## config.mk

```make
export PLATFORM = sky130hd
export DESIGN_NAME = weighted_sum_accum
export DESIGN_NICKNAME = d
export VERILOG_FILES = /design/src/rtl/weighted_sum_accum_pkg.sv /design/src/rtl/wsa_mult_lane.sv /design/src/rtl/weighted_sum_accum.sv
export SDC_FILE = /design/constraint.sdc
export NUM_CORES = 1
export LEC_CHECK = 0
export BUFFER_PORTS_ARGS = -buffer_cell sky130_fd_sc_hd__buf_2
export CORE_MARGIN = 1
export CORE_UTILIZATION = 53
export CTS_CLUSTER_DIAMETER = 120
export DETAILED_ROUTE_END_ITERATION = 8
export HOLD_SLACK_MARGIN = 0.03
export PLACE_DENSITY_LB_ADDON = 0.25
export SLEW_MARGIN = 20
export SYNTH_ARGS = -nofsm -noshare
export SYNTH_HDL_FRONTEND = slang
export SYNTH_HIERARCHICAL = 1
export SYNTH_SLANG_ARGS = --single-unit
```

## constraint.sdc

```tcl
create_clock -name clk -period 8.5 [get_ports clk]
set_clock_uncertainty 0.1 [all_clocks]
set_input_delay 1.7 -clock clk [delete_from_list [all_inputs] [get_ports clk]]
set_output_delay 1.7 -clock clk [all_outputs]
set_load 0.03 [all_outputs]
```

## src/rtl/weighted_sum_accum_pkg.sv

```systemverilog
// Shared types and width helpers for the weighted-sum accumulator.
package weighted_sum_accum_pkg;

  typedef enum logic [1:0] {
    IDLE,
    ACCUM,
    DRAIN,
    OUT
  } state_t;

  function automatic int prod_width(input int bit_length);
    return 2 * bit_length;
  endfunction

  function automatic int tree_width(input int bit_length, input int num_inputs);
    return prod_width(bit_length) + $clog2(num_inputs);
  endfunction

  function automatic int default_acc_width(input int bit_length, input int num_inputs);
    return tree_width(bit_length, num_inputs) + 8;
  endfunction

endpackage

```

## src/rtl/wsa_mult_lane.sv

```systemverilog
// One registered multiply lane with optional LSB truncation of both operands.
module wsa_mult_lane
  import weighted_sum_accum_pkg::*;
#(
  parameter int BIT_LENGTH  = 8,
  parameter int APPROX_BITS = 2
) (
  input  logic                                clk,
  input  logic                                rst_n,
  input  logic                                load,
  input  logic                                approx,
  input  logic [BIT_LENGTH-1:0]               weight,
  input  logic [BIT_LENGTH-1:0]               act,
  output logic [prod_width(BIT_LENGTH)-1:0]   product
);

  localparam int PW = prod_width(BIT_LENGTH);
  localparam logic [BIT_LENGTH-1:0] KEEP_MASK = {BIT_LENGTH{1'b1}} << APPROX_BITS;

  logic [BIT_LENGTH-1:0] w_op;
  logic [BIT_LENGTH-1:0] a_op;

  always_comb begin
    w_op = approx ? (weight & KEEP_MASK) : weight;
    a_op = approx ? (act & KEEP_MASK) : act;
  end

  always_ff @(posedge clk or negedge rst_n) begin
    if (!rst_n) begin
      product <= '0;
    end else if (load) begin
      product <= PW'(w_op) * PW'(a_op);
    end
  end

endmodule

```

## src/rtl/weighted_sum_accum.sv

```systemverilog
// Streaming multi-lane multiply-accumulate with saturation and a valid/ready result port.
module weighted_sum_accum
  import weighted_sum_accum_pkg::*;
#(
  parameter int NUM_INPUTS  = 4,
  parameter int BIT_LENGTH  = 8,
  parameter int APPROX_BITS = 2,
  parameter int ACC_WIDTH   = default_acc_width(BIT_LENGTH, NUM_INPUTS)
) (
  input  logic                             clk,
  input  logic                             rst_n,
  input  logic                             mode,
  input  logic                             in_valid,
  output logic                             in_ready,
  input  logic                             in_last,
  input  logic [NUM_INPUTS*BIT_LENGTH-1:0] weights,
  input  logic [NUM_INPUTS*BIT_LENGTH-1:0] inputs,
  output logic                             out_valid,
  input  logic                             out_ready,
  output logic [ACC_WIDTH-1:0]             out_sum,
  output logic                             out_sat,
  output logic [15:0]                      out_beats
);

  localparam int PW = prod_width(BIT_LENGTH);
  localparam int TW = tree_width(BIT_LENGTH, NUM_INPUTS);
  localparam int SW = ((ACC_WIDTH > TW) ? ACC_WIDTH : TW) + 1;

  state_t                state;
  logic                  mode_q;
  logic                  accept;
  logic                  lane_approx;
  logic [PW-1:0]         prod [NUM_INPUTS];
  logic [TW-1:0]         tree_sum;
  logic                  p_valid;
  logic                  p_first;
  logic [ACC_WIDTH-1:0]  acc;
  logic                  acc_sat;
  logic [15:0]           beat_cnt;
  logic [SW-1:0]         add_full;
  logic                  add_ovf;
  logic [ACC_WIDTH-1:0]  add_sat;

  always_comb begin
    in_ready    = (state == IDLE) || (state == ACCUM);
    accept      = in_valid && in_ready;
    // The first beat uses the live mode; later beats use the value latched with it.
    lane_approx = (state == IDLE) ? mode : mode_q;
  end

  for (genvar g = 0; g < NUM_INPUTS; g++) begin : g_lane
    wsa_mult_lane #(
      .BIT_LENGTH (BIT_LENGTH),
      .APPROX_BITS(APPROX_BITS)
    ) u_lane (
      .clk    (clk),
      .rst_n  (rst_n),
      .load   (accept),
      .approx (lane_approx),
      .weight (weights[g*BIT_LENGTH +: BIT_LENGTH]),
      .act    (inputs[g*BIT_LENGTH +: BIT_LENGTH]),
      .product(prod[g])
    );
  end

  always_comb begin
    tree_sum = '0;
    for (int unsigned i = 0; i < NUM_INPUTS; i++) begin
      tree_sum = tree_sum + TW'(prod[i]);
    end
  end

  always_comb begin
    add_full = SW'(p_first ? {ACC_WIDTH{1'b0}} : acc) + SW'(tree_sum);
    add_ovf  = |add_full[SW-1:ACC_WIDTH];
    add_sat  = add_ovf ? '1 : add_full[ACC_WIDTH-1:0];
  end

  always_ff @(posedge clk or negedge rst_n) begin
    if (!rst_n) begin
      p_valid <= 1'b0;
      p_first <= 1'b0;
      acc     <= '0;
      acc_sat <= 1'b0;
    end else begin
      p_valid <= accept;
      p_first <= accept && (state == IDLE);
      if (p_valid) begin
        acc     <= add_sat;
        acc_sat <= (p_first ? 1'b0 : acc_sat) | add_ovf;
      end
    end
  end

  // OUT spends its first cycle capturing the accumulator, which settles one edge
  // after DRAIN; out_valid therefore rises two edges after the last beat.
  always_ff @(posedge clk or negedge rst_n) begin
    if (!rst_n) begin
      state     <= IDLE;
      mode_q    <= 1'b0;
      beat_cnt  <= '0;
      out_valid <= 1'b0;
      out_sum   <= '0;
      out_sat   <= 1'b0;
      out_beats <= '0;
    end else begin
      case (state)
        IDLE: begin
          if (accept) begin
            mode_q   <= mode;
            beat_cnt <= 16'd1;
            state    <= in_last ? DRAIN : ACCUM;
          end
        end
        ACCUM: begin
          if (accept) begin
            if (beat_cnt != '1) beat_cnt <= beat_cnt + 16'd1;
            if (in_last) state <= DRAIN;
          end
        end
        DRAIN: begin
          state <= OUT;
        end
        OUT: begin
          if (!out_valid) begin
            out_valid <= 1'b1;
            out_sum   <= acc;
            out_sat   <= acc_sat;
            out_beats <= beat_cnt;
          end else if (out_ready) begin
            out_valid <= 1'b0;
            state     <= IDLE;
          end
        end
        default: state <= IDLE;
      endcase
    end
  end

endmodule

```

==> results of run 1 <==
-- kinds of logic (layout without fill, tap and decap cells) --
kind of cell	after synthesis	count (layout)	share of synthesized area (%)
compound gates	220	220	8.909
xor+xnor	60	60	3.037
fa+ha+maj	363	363	34.54
buf+inv	389	514	8.663
flops	156	156	22.56
mux	95	95	6.269
simple gates	515	515	16.02
-- worst max-delay path, stage by stage --
cell and delay [ns]:
buf_2 0.10, mux2_2 0.51, nor2b_1 0.39, nand2_1 0.13, fa_1 0.50, fa_1 0.54
inv_1 0.05, fa_1 0.52, inv_1 0.05, fa_1 0.53, inv_1 0.04, ha_1 0.34
a21oi_1 0.24, o211ai_2 0.17, a31oi_1 0.21, xnor2_1 0.09, mux2_4 0.26
-- flip-flops by register name, indices dropped and copies added (netlist names) --
signal,flops
acc,26
acc_sat,1
beat_cnt,16
g_lane.u_lane/product,64
mode_q,1
out_beats,16
out_sat,1
out_sum,26
out_valid,1
p_first,1
p_valid,1
state,2
-- cell type report --
type	instances	share of cell area (%)
tap	435	2.876
clock inverter	15	0.9057
multi-input combinational	1253	62.92
inverter	365	7.239
clock buffer	17	2.248
timing repair buffer	117	3.187
sequential	156	20.63
-- layer usage --
| metal | up-vias | part of all wire [%] | GRT usage, % |
|---|---|---|---|
| met3 | 40 | 2.6 | 2.634 |
| met1 | 6248 | 46 | 31.38 |
| li1 | 5985 | - | - |
| met5 | - | 0 | 0 |
| met4 | 0 | 1.7 | 5.546 |
| met2 | 219 | 50 | 40.61 |
-- metrics by stage --
step | hold slack [ns] | setup slack (ns) | util, % | std cells
after floorplan | 0.3517 | 2.509 | - | 1798
after global placement | 0.3653 | 2.043 | 57.61 | 2326
after detailed placement | 0.3731 | 1.927 | 57.61 | 2326
after CTS | 0.3901 | 2.384 | 59.49 | 2358
after global routing | 0.4090 | 2.048 | 59.52 | 2358
final | 0.3831 | 2.343 | 59.52 | 2358
-- cell usage after synthesis, drive strengths merged, types with 3 or more instances --
cell     instances
inv            363
and2           211
nor3            13
mux2i            6
ha             172
buf              8
a211oi           4
fa             191
and4             4
a221oi           3
clkbuf          15
a31oi           19
nand2b           9
nand3           30
o31ai            4
xor2            15
nor2            48
a22o             7
nand2          132
dfrtp          156
nor2b           32
xnor2           45
and3            15
or3              7
a31o             7
o21a             5
o2111ai          5
mux2            89
a21o            21
a21oi           72
nand4            8
o22a             6
o211ai          15
o21ai           40
-- final timing paths --
kind | startpoint | end | depth (start not counted)
max in group asynchronous | rst_n | out_sum[4] | 2
hold reg to reg | out_sum[22] | out_sum[22] | 2
hold / removal | out_sum[22] | out_sum[22] | 2
setup / recovery | mode | g_lane[0].u_lane/product[14] | 17
min in group asynchronous | rst_n | out_sum[11] | 1
setup reg to reg | state[0] | g_lane[0].u_lane/product[14] | 18
==> impl_results.md, run 1 <==
- Multi-input gate area: ~0.012 mm2
- Pre-Repair DR Iteration Count: 7
- Worst skew pair latency: approximately 0.44 ns
- Die footprint: ~0.033 mm2
- Post-Syn Area per Cell: 9.623 um2
- # rows: between 60 and 70
- Ys flop type: dfrtp_1
- Relative slew slack: about 44%
- Hold WC Path Type: reg -> reg
- Unique masters post-synth: 68
- Layout cell share with drive strength beyond 1: 14.40%
- DIE HEIGHT: 182.7 um
- Arrival time worst endpoint: about 6.4 ns
- Area Overhead vs Synth: 9.379%
- Ys Warns: 6
- Vias in the first global route: approximately 13,000
- Setup TNS Final: 0 ns
- Max Cap Viol: 0
- Final setup viols: 0
- Register area: a little under 0.004 mm2
- Drt initial violations: about 660
- Worst path required time: 8.72 ns
- Initial antenna violation count: 0
- Register bit total from synthesis: around 160
- Clock Tree Root: clkbuf_16
- Initial core utilization: a little over half
- Die width: 182.7 um
- Number of port buffers: 114
- Setup repair bufs after CTS: 0
- Post-layout min period: a little over 6 ns
- Largest net degree at the start of global routing: between 80 and 90
- Crit path kind: in -> reg
- Post-CTS Resized: 0
- Final hold violation count: 0
- Average via count per standard cell: ~5.3
- CP Launch Type: input port
- Synth area leaders: dfrtp_1, fa_1, ha_1
- Max frequency: 162.4 MHz
- Overall Global Routing Usage: about a quarter
- # fillers: between 2,000 and 3,000
- Final worst-path cycle share: roughly 72%
- Commonest non-fill, non-tap cell in the layout: inv_1
- Core area: about 0.032 mm2
- CTS tree: built
- Grt ovf: 0
- Syn Nets: approximately 2,200
- EDFF count, synth: 0
- Remaining DRCs: 0
- Post-synth top area share: between 20% and 30%
- Post-Synthesis Cells: ~1,800
- DP HPWL: 29,080 um
- Netlist Area Pre-Place: ~0.017 mm2
- Async set-reset flop share out of synthesis: between 90% and 100%
- Total Nets Final: roughly 2,300
- H-tree levels: 4
- Outcome: finished clean
- Antenna-violating nets left: 0
- Top Ports: 115
- Total CTS buffers: 17
- Max-slew violation count: 0
- Vias after detailed routing: roughly 12,000
- Clock transition at path regs: approximately 0.07 ns
- Seq/Total Area, Yosys: between 20% and 30%
- Final Wtd Congestion: 0.9294
- First-pass GRT wire length: 63,250 um
- RSZ-0062 raised after global routing: no
- Worst reg2reg setup slack: about 2.8 ns
- Commonest non-fill, non-tap cells in the layout: inv_1, and2_1, fa_1
- Critical Path Sink Type: register
- CP max FO: 16
- Max clock buf depth: 2
- Fin area: 0.01893 mm2
- Placed inst area: 0.01832 mm2
- Cell accounting for the most synthesized area: dfrtp_1
- Hold-fix buffers, CTS: 0
- Diode count: 0
- Routed wire length: around 36,000 um
- Routed WL per cell: 15.24 um
- CTS Sinks: ~160
- Worst-Margin Slew: ~0.84 ns
Power of run 1 is left out: the tool's default activity adds up to more than one toggle a clock period on the data nets, which glitch-free logic cannot reach.
==> inputs of run 2 (changes only) <==
--- a/config.mk
+++ b/config.mk
@@ -5,6 +5,7 @@
 export SDC_FILE = /design/constraint.sdc
 export NUM_CORES = 1
 export LEC_CHECK = 0
+export ABC_AREA = 1
 export BUFFER_PORTS_ARGS = -buffer_cell sky130_fd_sc_hd__buf_2
 export CORE_MARGIN = 1
 export CORE_UTILIZATION = 53
==> constraint.sdc (replaced) <==
create_clock -name clk -period 5 [get_ports clk]
set_clock_uncertainty 0.1 [all_clocks]
set_input_delay 1 -clock clk [delete_from_list [all_inputs] [get_ports clk]]
set_output_delay 1 -clock clk [all_outputs]
set_load 0.03 [all_outputs]
==> impl_results.md, run 2 <==
- RSZ-0062 raised after global routing: yes (was no)
- CP max FO: 7 (was 16)
- Remaining DRCs: 0 (unchanged)
- Final worst-path cycle share: between 90 and 100%
- Wire length on met2: 20,680 um (was 17,930 um)
- Hold WC Path Type: reg -> reg (unchanged)
- Die width: 190.0 um (was 182.7 um)
- DR WL met3: 1375 um (was 950 um)
- Worst skew pair latency: 0.44 ns (about the same)
- Netlist Area Pre-Place: 0.01874 mm2 (was 0.01730 mm2)
- Overall Global Routing Usage: 24.81% (was 23.43%)
- Ys Warns: 6 (unchanged)
- Multi-input gate area: 0.01193 mm2 (was 0.01191 mm2)
- Unique masters post-synth: 39 (was 68)
- Post-layout min period: approximately 4.8 ns
- Max frequency: around 210 MHz
- Top Layer Used: met4 (unchanged)
- Post-Synthesis Cells: 2,634 (was 1,798)
- Worst R2R Start: state[1] (was state[0])
- # rows: 68 (was 65)
- Relative slew slack: 35.56% (was 44.04%)
- Initial antenna violation count: 0 (unchanged)
- Syn Nets: 3,067 (was 2,231)
- Drt initial violations: 845 (was 658)
- Max clock buf depth: 2 (unchanged)
- Number of port buffers: 114 (unchanged)
- Worst path required time: 5.28 ns (was 8.72 ns)
- Average via count per standard cell: 4.884 (was 5.298)
- CP Launch Type: register (was input port)
- Synth area leaders: dfrtp_1, fa_1, inv_1 (was dfrtp_1, fa_1, ha_1)
- Top reg by flops: g_lane.u_lane/product (unchanged)
- Antenna-violating nets left: 0 (unchanged)
- Hold depth: 2 (unchanged)
- Outcome: finished clean (unchanged)
- Layout cell share with drive strength beyond 1: 8.786% (was 14.40%)
- Total CTS buffers: 17 (unchanged)
- Async set-reset flop share out of synthesis: 100.0% (unchanged)
- Commonest cells in the netlist: inv_1, nand2_1, nor2_1 (was inv_1, and2_1, fa_1)
- Crit path kind: reg -> reg (was in -> reg)
- Post-synth top area share: 20.83% (was 22.56%)
- Worst reg2reg setup slack: 0.22 ns (was 2.77 ns)
- Vias after detailed routing: 15,790 (was 12,490)
- Clock Tree Root: clkbuf_16 (unchanged)
- Largest net degree at the start of global routing: 106 (was 82)
- Worst-Margin Slew: 0.9666 ns (was 0.8394 ns)
- Hold Path End: g_lane[0].u_lane/product[1] (was out_sum[22])
- Area Overhead vs Synth: 9.803% (was 9.379%)
- Max-slew violation count: 0 (unchanged)
- Commonest non-fill, non-tap cell in the layout: inv_1 (unchanged)
- Post-Syn Area per Cell: 7.113 um2 (was 9.623 um2)
- HP Start: g_lane[0].u_lane/product[1] (was out_sum[22])
- Worst R2R End: g_lane[2].u_lane/product[10] (was g_lane[0].u_lane/product[14])
- DIE HEIGHT: 190.0 um (was 182.7 um)
- WL met1: 19,190 um (was 16,460 um)
- R2r worst-path depth: 21 (was 18)
- First-pass GRT wire length: 73,200 um (was 63,250 um)
- # fillers: 3,196 (was 2,757)
- Commonest non-fill, non-tap cells in the layout: inv_1, nand2_1, nor2_1 (was inv_1, and2_1, fa_1)
- Total Nets Final: 3,197 (was 2,343)
- CTS tree: built (unchanged)
- Grt ovf: 0 (unchanged)
- Hold-fix buffers, CTS: 0 (unchanged)
- Initial core utilization: 54.11% (was 54.41%)
- CTS Sinks: 156 (unchanged)
- Placed inst area: 0.01995 mm2 (was 0.01832 mm2)
- Arrival time worst endpoint: 5.05 ns (was 6.38 ns)
- Vias in the first global route: 15,820 (was 13,100)
- Final Wtd Congestion: 0.9302 (was 0.9294)
- H-tree levels: 4 (unchanged)
- Regs by FF count: g_lane.u_lane/product (64), acc (26), out_sum (26) (unchanged)
- Core area: 0.03463 mm2 (was 0.03180 mm2)
- Die footprint: 0.03611 mm2 (was 0.03337 mm2)
- Register bit total from synthesis: 156 (unchanged)
- Fin area: 0.02057 mm2 (was 0.01893 mm2)
- Cell accounting for the most synthesized area: dfrtp_1 (unchanged)
- Routed wire length: 42,010 um (was 35,930 um)
- Clock transition at path regs: 0.07 ns (about the same)
- Register area: 0.003904 mm2 (unchanged)
- Final hold violation count: 0 (unchanged)
- Pre-Repair DR Iteration Count: 7 (unchanged)
- Top Ports: 115 (unchanged)
- Critical Path Sink Type: register (unchanged)
- DP HPWL: 35,030 um (was 29,080 um)
- Routed WL per cell: 13.00 um (was 15.24 um)
- Top-count cell post-synth: inv_1 (unchanged)
- Diode count: 0 (unchanged)
- Seq/Total Area, Yosys: 20.83% (was 22.56%)
- Ys flop type: dfrtp_1 (unchanged)
- EDFF count, synth: 0 (unchanged)
- Max Cap Viol: 0 (unchanged)
- Final setup viols: 0 (unchanged)
- Max reg flops: 64 (unchanged)
run 2: area by class of cell:
cell class | instances | area share (%)
multi-input cells | 1701 | 57.98
flip-flops and latches | 156 | 18.97
inverters | 740 | 13.53
repair buffers | 148 | 4.063
well taps | 455 | 2.767
clock buffers | 19 | 2.153
clock inverters | 13 | 0.5352
run 2: cells by family (layout without fill, tap and decap cells):
| group | Yosys count | in the layout | share of synthesized area [%] |
|---|---|---|---|
| flip-flops | 156 | 156 | 20.83 |
| adder cells (fa/ha/maj) | 363 | 363 | 31.89 |
| buffers and inverters | 777 | 920 | 15.80 |
| AO/OA/AOI/OAI | 116 | 116 | 3.232 |
| XOR/XNOR | 30 | 30 | 1.402 |
| AND/OR/NAND/NOR | 1171 | 1171 | 25.58 |
| multiplexers | 21 | 21 | 1.255 |
run 2: worst max path at each step:
stage | start | endpoint | cells after the start
2_1_floorplan | mode | g_lane[0].u_lane/product[8] | 19
3_3_place_gp | mode | g_lane[0].u_lane/product[10] | 20
3_5_place_dp | mode | g_lane[3].u_lane/product[13] | 23
4_1_cts | state[0] | g_lane[1].u_lane/product[11] | 20
5_1_grt | state[1] | g_lane[1].u_lane/product[13] | 23
6_report | state[1] | g_lane[2].u_lane/product[10] | 21
run 2: per-stage QoR:
stage	cells	TNS (ns)	utilization [%]	hold WS (ns)	worst slack, ns
after global placement	3197	-0.6355	57.61	0.3596	-0.06225
after floorplan	2634	0	-	0.3419	0.002435
final	3232	0	59.41	0.3726	0.2241
after CTS	3229	0	59.21	0.3748	0.01244
after detailed placement	3197	-4.334	57.61	0.3601	-0.2275
after global routing	3232	-0.009010	59.41	0.3936	-0.005331
run 2: what timing repair did:
action,in CTS,in global routing
endpoints found under the setup margin,0,38
gates resized for setup,0,12
setup buffers,0,3
endpoints found under the hold margin,0,0
run 2: routing by layer:
metal | GRT usage [%] | vias to the layer above
met4 | 6.483 | 0
met5 | 0 | -
met1 | 32.38 | 7471
li1 | - | 7964
met3 | 2.435 | 48
met2 | 43.78 | 302
run 2: worst max-delay path, stage by stage, from the launching register on:
cell and delay, ns:
dfrtp_1 0.40, inv_1 0.11, ha_4 0.21, o21ai_4 0.32
buf_4 0.22, nor2_2 0.06, inv_1 0.14, nor2_1 0.08
fa_1 0.38, fa_1 0.49, inv_1 0.05, fa_1 0.48
fa_1 0.49, inv_1 0.04, ha_1 0.35, nand2_1 0.12
nor2_1 0.18, nand2_1 0.07, nand2_1 0.07, xor2_1 0.19
nand2_1 0.08, nand2_1 0.06
Power of run 2 is left out for the same reason.
